**src/rtl/ami_clk_pkg.sv**
```systemverilog
// ami_clk_pkg: shared lock states and CCK phase decode constants for Amiga clock recovery
package ami_clk_pkg;
    typedef enum logic [1:0] {HUNT, TRACK, LOCKED} lock_state_t;
    localparam int CCK_PHASES = 8;
    localparam logic [2:0] CCK_HIGH_END = 3'd4;
    localparam logic [2:0] CCKQ_FIRST = 3'd2;
    localparam logic [2:0] CCKQ_LAST = 3'd5;
    function automatic logic cckq_decode(input logic [2:0] ph);
        return (ph >= CCKQ_FIRST) && (ph <= CCKQ_LAST);
    endfunction
endpackage

```
**src/rtl/ami_edge_sync.sv**
```systemverilog
// ami_edge_sync: pad synchroniser with 4-deep history, emits registered rise/fall strobes ignoring pulses under 2 clk
module ami_edge_sync import ami_clk_pkg::*; #(
    parameter int SYNC_STAGES = 3
) (
    input  logic i_clk,
    input  logic i_rst_n,
    input  logic i_d,
    output logic o_rise,
    output logic o_fall
);
    logic [SYNC_STAGES-1:0] r_sync;
    logic [3:0] r_hist;
    logic r_rise;
    logic r_fall;
    // shift pad through the chain and history; edge needs two stable samples on each side
    always_ff @(posedge i_clk) begin
        if (!i_rst_n) begin
            r_sync <= '0;
            r_hist <= '0;
            r_rise <= 1'b0;
            r_fall <= 1'b0;
        end else begin
            r_sync <= {r_sync[SYNC_STAGES-2:0], i_d};
            r_hist <= {r_hist[2:0], r_sync[SYNC_STAGES-1]};
            r_rise <= (r_hist == 4'b0011);
            r_fall <= (r_hist == 4'b1100);
        end
    end
    assign o_rise = r_rise;
    assign o_fall = r_fall;
endmodule

```
**src/rtl/ami_clk_sync.sv**
```systemverilog
// ami_clk_sync: Amiga C7M/CDAC_n/CCK recovery, CCK phase tracking, lock detection and bus sync
// Optional macro AMI_CLK_SYNC_BUS_CAPTURE_EN: capture RGA/DB once per CCK at CAPTURE_PHASE while locked.
module ami_clk_sync import ami_clk_pkg::*; #(
    parameter int SYNC_STAGES   = 3,
    parameter int OSR           = 8,
    parameter int TOL           = 1,
    parameter int LOCK_CYCLES   = 4,
    parameter int RGA_W         = 8,
    parameter int DB_W          = 16,
    parameter int CAPTURE_PHASE = 6
) (
    input  logic             i_clk,
    input  logic             i_rst_n,
    input  logic             i_c7m,
    input  logic             i_cdac_n,
    input  logic             i_cck,
    input  logic [RGA_W-1:0] i_rga_in,
    input  logic [DB_W-1:0]  i_db_in,
    output logic             o_c7m_rise,
    output logic             o_c7m_fall,
    output logic             o_cdac_rise,
    output logic             o_cdac_fall,
    output logic             o_en_28m,
    output logic [2:0]       o_cck_phase,
    output logic             o_cck_out,
    output logic             o_cckq_out,
    output logic             o_locked,
    output logic             o_lock_err,
    output logic [RGA_W-1:0] o_rga_out,
    output logic [DB_W-1:0]  o_db_out,
    output logic             o_bus_valid
);
    localparam int PER_MAX = 4 * OSR;
    localparam int PER_W = $clog2(PER_MAX + 1);
    localparam int GOOD_W = $clog2(LOCK_CYCLES + 1);
    logic w_cck_rise, w_cck_fall, w_good, w_timeout;
    logic r_en, r_cdac_fall_d, r_cck_lvl, r_cck, r_cckq, r_locked, r_lock_err;
    logic [2:0] r_phase, w_phase_nxt;
    logic [PER_W-1:0] r_per_cnt;
    logic [3:0] r_edg_cnt;
    logic [GOOD_W-1:0] r_good_cnt, w_good_nxt;
    lock_state_t r_state, w_state_nxt;
    logic [SYNC_STAGES-1:0][RGA_W-1:0] r_rga_s;
    logic [SYNC_STAGES-1:0][DB_W-1:0] r_db_s;
    ami_edge_sync #(.SYNC_STAGES(SYNC_STAGES)) u_c7m (.i_clk(i_clk), .i_rst_n(i_rst_n), .i_d(i_c7m), .o_rise(o_c7m_rise), .o_fall(o_c7m_fall));
    ami_edge_sync #(.SYNC_STAGES(SYNC_STAGES)) u_cdac (.i_clk(i_clk), .i_rst_n(i_rst_n), .i_d(i_cdac_n), .o_rise(o_cdac_rise), .o_fall(o_cdac_fall));
    ami_edge_sync #(.SYNC_STAGES(SYNC_STAGES)) u_cck (.i_clk(i_clk), .i_rst_n(i_rst_n), .i_d(i_cck), .o_rise(w_cck_rise), .o_fall(w_cck_fall));
    assign w_phase_nxt = !r_en ? r_phase : (r_cck_lvl && r_cdac_fall_d) ? 3'd0 : r_phase + 3'd1;
    assign w_good = (r_per_cnt >= PER_W'(2*OSR - TOL)) && (r_per_cnt <= PER_W'(2*OSR + TOL)) && (r_edg_cnt == 4'(CCK_PHASES));
    assign w_timeout = (r_per_cnt >= PER_W'(PER_MAX - 1));
    // lock FSM: one rise to start tracking, LOCK_CYCLES good periods to lock, any bad verdict drops to HUNT
    always_comb begin
        w_state_nxt = r_state;
        w_good_nxt = r_good_cnt;
        case (r_state)
            HUNT: if (w_cck_rise) begin
                w_state_nxt = TRACK;
                w_good_nxt = '0;
            end
            TRACK: if (w_cck_rise) begin
                w_state_nxt = !w_good ? HUNT : (r_good_cnt == GOOD_W'(LOCK_CYCLES - 1)) ? LOCKED : TRACK;
                w_good_nxt = r_good_cnt + GOOD_W'(1);
            end
            LOCKED: if ((w_cck_rise && !w_good) || w_timeout) w_state_nxt = HUNT;
            default: w_state_nxt = HUNT;
        endcase
    end
    // 28 MHz enable, phase counter with registered CCK/CCKQ decode, and period measurement
    always_ff @(posedge i_clk) begin
        if (!i_rst_n) begin
            r_en <= 1'b0;
            r_cdac_fall_d <= 1'b0;
            r_cck_lvl <= 1'b0;
            r_phase <= '0;
            r_cck <= 1'b0;
            r_cckq <= 1'b0;
            r_per_cnt <= '0;
            r_edg_cnt <= '0;
            r_state <= HUNT;
            r_good_cnt <= '0;
            r_locked <= 1'b0;
            r_lock_err <= 1'b0;
        end else begin
            r_en <= o_c7m_rise | o_c7m_fall | o_cdac_rise | o_cdac_fall;
            r_cdac_fall_d <= o_cdac_fall;
            r_cck_lvl <= w_cck_rise ? 1'b1 : w_cck_fall ? 1'b0 : r_cck_lvl;
            r_phase <= w_phase_nxt;
            r_cck <= (w_phase_nxt < CCK_HIGH_END);
            r_cckq <= cckq_decode(w_phase_nxt);
            r_per_cnt <= w_cck_rise ? PER_W'(1) : (r_per_cnt == PER_W'(PER_MAX)) ? r_per_cnt : r_per_cnt + PER_W'(1);
            r_edg_cnt <= w_cck_rise ? 4'(r_en) : (r_edg_cnt == 4'hF) ? r_edg_cnt : r_edg_cnt + 4'(r_en);
            r_state <= w_state_nxt;
            r_good_cnt <= w_good_nxt;
            r_locked <= (w_state_nxt == LOCKED);
            r_lock_err <= (r_state == LOCKED) && (w_state_nxt == HUNT);
        end
    end
    // plain multi-stage synchronisers for the address and data buses
    always_ff @(posedge i_clk) begin
        if (!i_rst_n) begin
            r_rga_s <= '0;
            r_db_s <= '0;
        end else begin
            r_rga_s <= {r_rga_s[SYNC_STAGES-2:0], i_rga_in};
            r_db_s <= {r_db_s[SYNC_STAGES-2:0], i_db_in};
        end
    end
`ifdef AMI_CLK_SYNC_BUS_CAPTURE_EN
    logic w_cap, r_bus_valid;
    logic [RGA_W-1:0] r_rga;
    logic [DB_W-1:0] r_db;
    assign w_cap = r_en && r_locked && (w_phase_nxt == 3'(CAPTURE_PHASE));
    // sample the synchronised buses once per CCK period at the capture phase
    always_ff @(posedge i_clk) begin
        if (!i_rst_n) begin
            r_bus_valid <= 1'b0;
            r_rga <= '0;
            r_db <= '0;
        end else begin
            r_bus_valid <= w_cap;
            if (w_cap) begin
                r_rga <= r_rga_s[SYNC_STAGES-1];
                r_db <= r_db_s[SYNC_STAGES-1];
            end
        end
    end
    assign o_rga_out = r_rga;
    assign o_db_out = r_db;
    assign o_bus_valid = r_bus_valid;
`else
    assign o_rga_out = r_rga_s[SYNC_STAGES-1];
    assign o_db_out = r_db_s[SYNC_STAGES-1];
    assign o_bus_valid = 1'b1;
`endif
    assign o_en_28m = r_en;
    assign o_cck_phase = r_phase;
    assign o_cck_out = r_cck;
    assign o_cckq_out = r_cckq;
    assign o_locked = r_locked;
    assign o_lock_err = r_lock_err;
endmodule
```
**config.mk**
```make
export PLATFORM = sky130hd
export DESIGN_NAME = ami_clk_sync
export DESIGN_NICKNAME = d
export VERILOG_FILES = /design/src/rtl/ami_clk_pkg.sv /design/src/rtl/ami_edge_sync.sv /design/src/rtl/ami_clk_sync.sv
export SDC_FILE = /design/constraint.sdc
export NUM_CORES = 1
export LEC_CHECK = 0
export CORE_MARGIN = 2
export CORE_UTILIZATION = 54
export CTS_CLUSTER_SIZE = 40
export DETAILED_ROUTE_END_ITERATION = 12
export DONT_BUFFER_PORTS = 1
export PLACE_DENSITY = 0.76
export SLEW_MARGIN = 20
export SYNTH_ARGS = -nofsm -noshare
export SYNTH_HDL_FRONTEND = slang
export SYNTH_SLANG_ARGS = --single-unit
```
**constraint.sdc**
```tcl
create_clock -name i_clk -period 4.05 [get_ports i_clk]
set_input_delay 0.6075 -clock i_clk [delete_from_list [all_inputs] [get_ports i_clk]]
set_output_delay 0.6075 -clock i_clk [all_outputs]
set_load 0.005 [all_outputs]
```
# Yosys cells after proc, flatten, opt, wreduce, memory -nomap -nowiden
# Index checks and enable logic that the tools add are counted.
# totals
mem_bits_rw	0
rom_bits	0
ff_bits	124
latch_bits	0
wordCells	94
memories	0
output_inout_bits	37
# classes
n_mul	0
shifts	0
mux	17
div	0
eq_ne	17
n_addsub	4
order_cmp	6
bitwise	4
n_reduce_logical	14
# op_table
operator	count
equality test 4 bit (second input constant)	5
equality test 4 x 2 -> 1 bit (second input constant)	3
2-to-1 mux 3 bit	4
2-to-1 mux 2 bit	5
!= test 2 x 1 -> 1 bit (second input constant)	4
adder 3 x 1 -> 3 bit (second input constant)	2
adder 6 x 1 -> 6 bit (second input constant)	1
equality test 6 bit (second input constant)	1
greater-or-equal comparator 6 x 4 -> 1 bit (second input constant)	1
greater-or-equal comparator 6 x 5 -> 1 bit (second input constant)	1
<= comparator 6 x 5 -> 1 bit (second input constant)	1
logical AND 1 bit	6
2-to-1 mux 1 bit	6
case mux 2 bit (3 select lines)	1
case mux 3 bit (2 select lines)	1
adder 4 x 1 -> 4 bit	1
equality test 2 bit (second input constant)	2
zero test 2 bit	2
nonzero test 2 bit	2
equality test 3 x 2 -> 1 bit (second input constant)	1
greater-or-equal comparator 3 x 2 -> 1 bit (second input constant)	1
<= comparator 3 bit (second input constant)	1
less-than comparator 3 bit (second input constant)	1
OR 1 bit	3
6 further kinds	6

# Longest topological paths before layout
# logic_depth
depth_word	10
depth_mapped	6
depth_no_buf	6

# Hierarchy
# From an unflattened synthesis, not the netlist that was laid out.
# unflattened
cells_unflattened	367
hier_area_um2	4043.9
# by_module_without_submodules
mod	area_per_inst_um2	seq_area_each_um2	cells_per_inst	n_inst
ami_clk_sync	3278.1	1941.9	307	1
ami_edge_sync	255.2	180.2	20	3

# Least setup slack after synthesis
# OpenSTA, ideal clock, no wires.
# synth_timing
kind	input -> register
start	in i_rst_n
end	reg r_phase[2] (netlist: o_cck_phase[2])
cell_stages	4
setup_ns	0.059
required_time_ns	3.991
arrival_ns	1.359
slack_ns	2.632
path_cell_list	clkbuf_1 -> buf_2 -> clkbuf_1 -> and2_1
# synth_lines
element	line_no	source
start: declaration	ami_clk_sync.sv:13	input logic i_rst_n,
end signal: assignment	ami_clk_sync.sv:87	r_phase <= w_phase_nxt;
end: declaration	ami_clk_sync.sv:38	logic [2:0] r_phase, w_phase_nxt;
# No word-level cell between the ends.

# Worst setup path in the final report
# layout_timing
start	reg r_en (netlist: o_en_28m)
end	out o_en_28m
# layout_lines
element	line_no	source
start: declaration	ami_clk_sync.sv:37	logic r_en, r_cdac_fall_d, r_cck_lvl, r_cck, r_cckq, r_locked, r_lock_err;
start signal: assignment	ami_clk_sync.sv:84	r_en <= o_c7m_rise | o_c7m_fall | o_cdac_rise | o_cdac_fall;
end: declaration	ami_clk_sync.sv:23	output logic o_en_28m,
# No word-level cell between the ends.

==> results.cfg <==
[power_and_ir_drop]
p_total_mw = 2.857
p_per_area_nw_per_um2 = 629.4
leakagePower_nw = 1.850
peakVddDrop_mv = 0.3820

[yosys]
synth_top_area_share_pct = 61.52
ys_seq_area_share_pct = 61.52
yosysUniqueCellTypes = 35
syn_area_sq_um = 4035
yosys-top-cells-area = dfxtp_1, and2_1, buf_4
avgSynthCellArea_sq_um = 10.99
synth_edf_count = 0
ys.flop_type = dfxtp_1
synth_warnings = 0
synth_top_area_cell = dfxtp_1
postSynth.asyncResetShare_pct = 0
syn_inst = 367
ys_ff_latch = 124
syn_nets = 405

[clocking]
numCtsBuffers = 17
cts_buffer_depth = 2
cts.root.buffer_cell = clkbuf_8
clk_latency_ns = 0.50
cts_tree = yes
hold_buffers = 0
cts.sinks = 124
post_cts.repair.setup_buffers = 0
cts_resized = 0
clk_pin_slew_ns = 0.06
htreeDepth = 4

[grt]
grt_max_degree = 102
track_usage_pct = 14.35
grt_busiest_layer = met2
grt_overflow = 0
grt_use_met3_pct = 7.346
gr-usage-met1_pct = 15.33
grt_util_met2_pct = 22.31
antenna_found_initial = 2
grt_first_pass_wirelength_mm = 9.142
first_global_vias = 2112

[place]
place.gp.congestion = 0.7540
hpwl_mm = 3.195
placed_cell_area_sq_um = 3914
io_buffers = 0

[worst_setup_path]
crit_required_ns = 3.44
arrival_ns = 0.95
crit_fanout = 6
crit_path_end_kind = output port
path_class = reg -> out
critPathLaunchType = register

[detailed_routing]
vias_per_cell = 4.686
drt_iter0_markers = 105
avgRoutedWirePerCell_um = 11.26
drcViolationCount = 0
drt-total-wl_mm = 5.170
ant_nets = 0
first_pass_iters = 4
vias = 2151

[timing]
rsz0062_at_grt = no
final_hold_viol_count = 0
min_period_ns = 1.562
slew_violations = 0
finalCritPeriodShare_pct = 38.56
clock_skew_ns = 0.005207
finalSetupViolCount = 0
finalSetupTns_ns = 0
fmax_mhz = 640.3

[floorplanning]
rows = 31
fp.coreArea_sq_um = 7253
initial_core_util_pct = 55.63
die_area_sq_um = 8180
die_h_um = 90.45
num_io_pins = 66
die_w_um = 90.45

[finish]
nets = 384
final_util_pct = 62.58
syn_to_final_growth_pct = 12.50
drive_gt1_share_pct = 10.31
final_area_sq_um = 4539

[job]
max_cap_viol_count = 0

[run_status]
outcome = finished, final reports clean

[min_path]
min_path_type = in -> reg
layer usage:
layer	wire length, um	share of wire, %	vias to the layer above
li1	-	-	1105
met1	2231	43	982
met2	2496	48	49
met3	311	6.0	13
met4	119	2.3	2
met5	11	0.21	-
cell usage in the layout (no fill, tap or decap), types with 3 or more instances in the layout:
cell | synthesis | final
bufinv_16 | 0 | 4
dfxtp_1 | 124 | 124
xnor2_1 | 8 | 8
nand2_1 | 9 | 9
nand3b_1 | 4 | 4
a21oi_1 | 11 | 11
inv_1 | 7 | 7
inv_6 | 0 | 5
nor2_1 | 17 | 17
nand2b_1 | 3 | 3
and2_1 | 95 | 95
nand3_1 | 6 | 6
ha_1 | 9 | 9
and3_1 | 6 | 6
clkbuf_16 | 0 | 16
cell type report:
| cell class | instances | area, sq um |
|---|---|---|
| inverter | 8 | 30.03 |
| clock buffer | 17 | 414.1 |
| antenna | 1 | 2.502 |
| tap | 99 | 123.9 |
| sequential | 124 | 2482 |
| fill | 592 | 2714 |
| clock inverter | 15 | 209.0 |
| multi-input combinational | 195 | 1277 |
sequential cells by signal, indices dropped and copies added, names as in the netlist, 4 cells and up:
signal / count
r_db_s: 32
o_db_out: 16
r_rga_s: 16
o_rga_out: 8
r_per_cnt: 6
r_edg_cnt: 4
u_c7m.r_hist: 4
u_cck.r_hist: 4
u_cdac.r_hist: 4
stage by stage:
stage	setup slack (ns)	cells	hold slack (ns)
finish	2.488	459	0.2288
global route	2.415	459	0.1960
CTS	2.455	458	0.1967
detailed placement	2.625	426	0.4169
global placement	2.678	426	0.4142
floorplan	2.632	367	0.4119
Yosys cell counts (2+ instances only):
master,count
nand3b_1,4
mux2i_1,2
nand3_1,6
and4b_1,2
buf_4,25
nand2_1,9
and3_1,6
xor2_1,2
nor4_2,2
nand4_1,2
nor3_1,2
xnor2_1,8
a31oi_1,2
nor2_1,17
clkbuf_1,14
and2_1,95
a21oi_1,11
dfxtp_1,124
inv_1,7
nand2b_1,3
ha_1,9
o21ai_0,2
kinds of logic after synthesis:
logic type	share of synthesized area (%)
buffers and inverters	6.822
xor gates and xnor gates	2.171
and+or+nand+nor	23.04
DFF	61.52
muxes	0.4961
other	0.09293
AOI/OAI and AO/OA	3.070
adders and majority gates	2.791
final timing paths:
check / start / cells past startpoint / slack [ns] / endpoint
hold reg to reg: r_db_s[14] / 1 / 0.43 / r_db_s[30]
setup / recovery: o_en_28m / 0 / 2.49 / o_en_28m
hold / removal: i_rga_in[0] / 1 / 0.23 / r_rga_s[0]
setup reg to reg: r_per_cnt[0] / 6 / 2.60 / r_per_cnt[1]
power breakdown:
group | switching, mW | internal, mW | total, mW
combinational | 0.0155 | 0.0221 | 0.0375
sequential | 0.0123 | 1.26 | 1.27
clock | 0.540 | 1.01 | 1.55
Power figures use the tool's default switching activity.
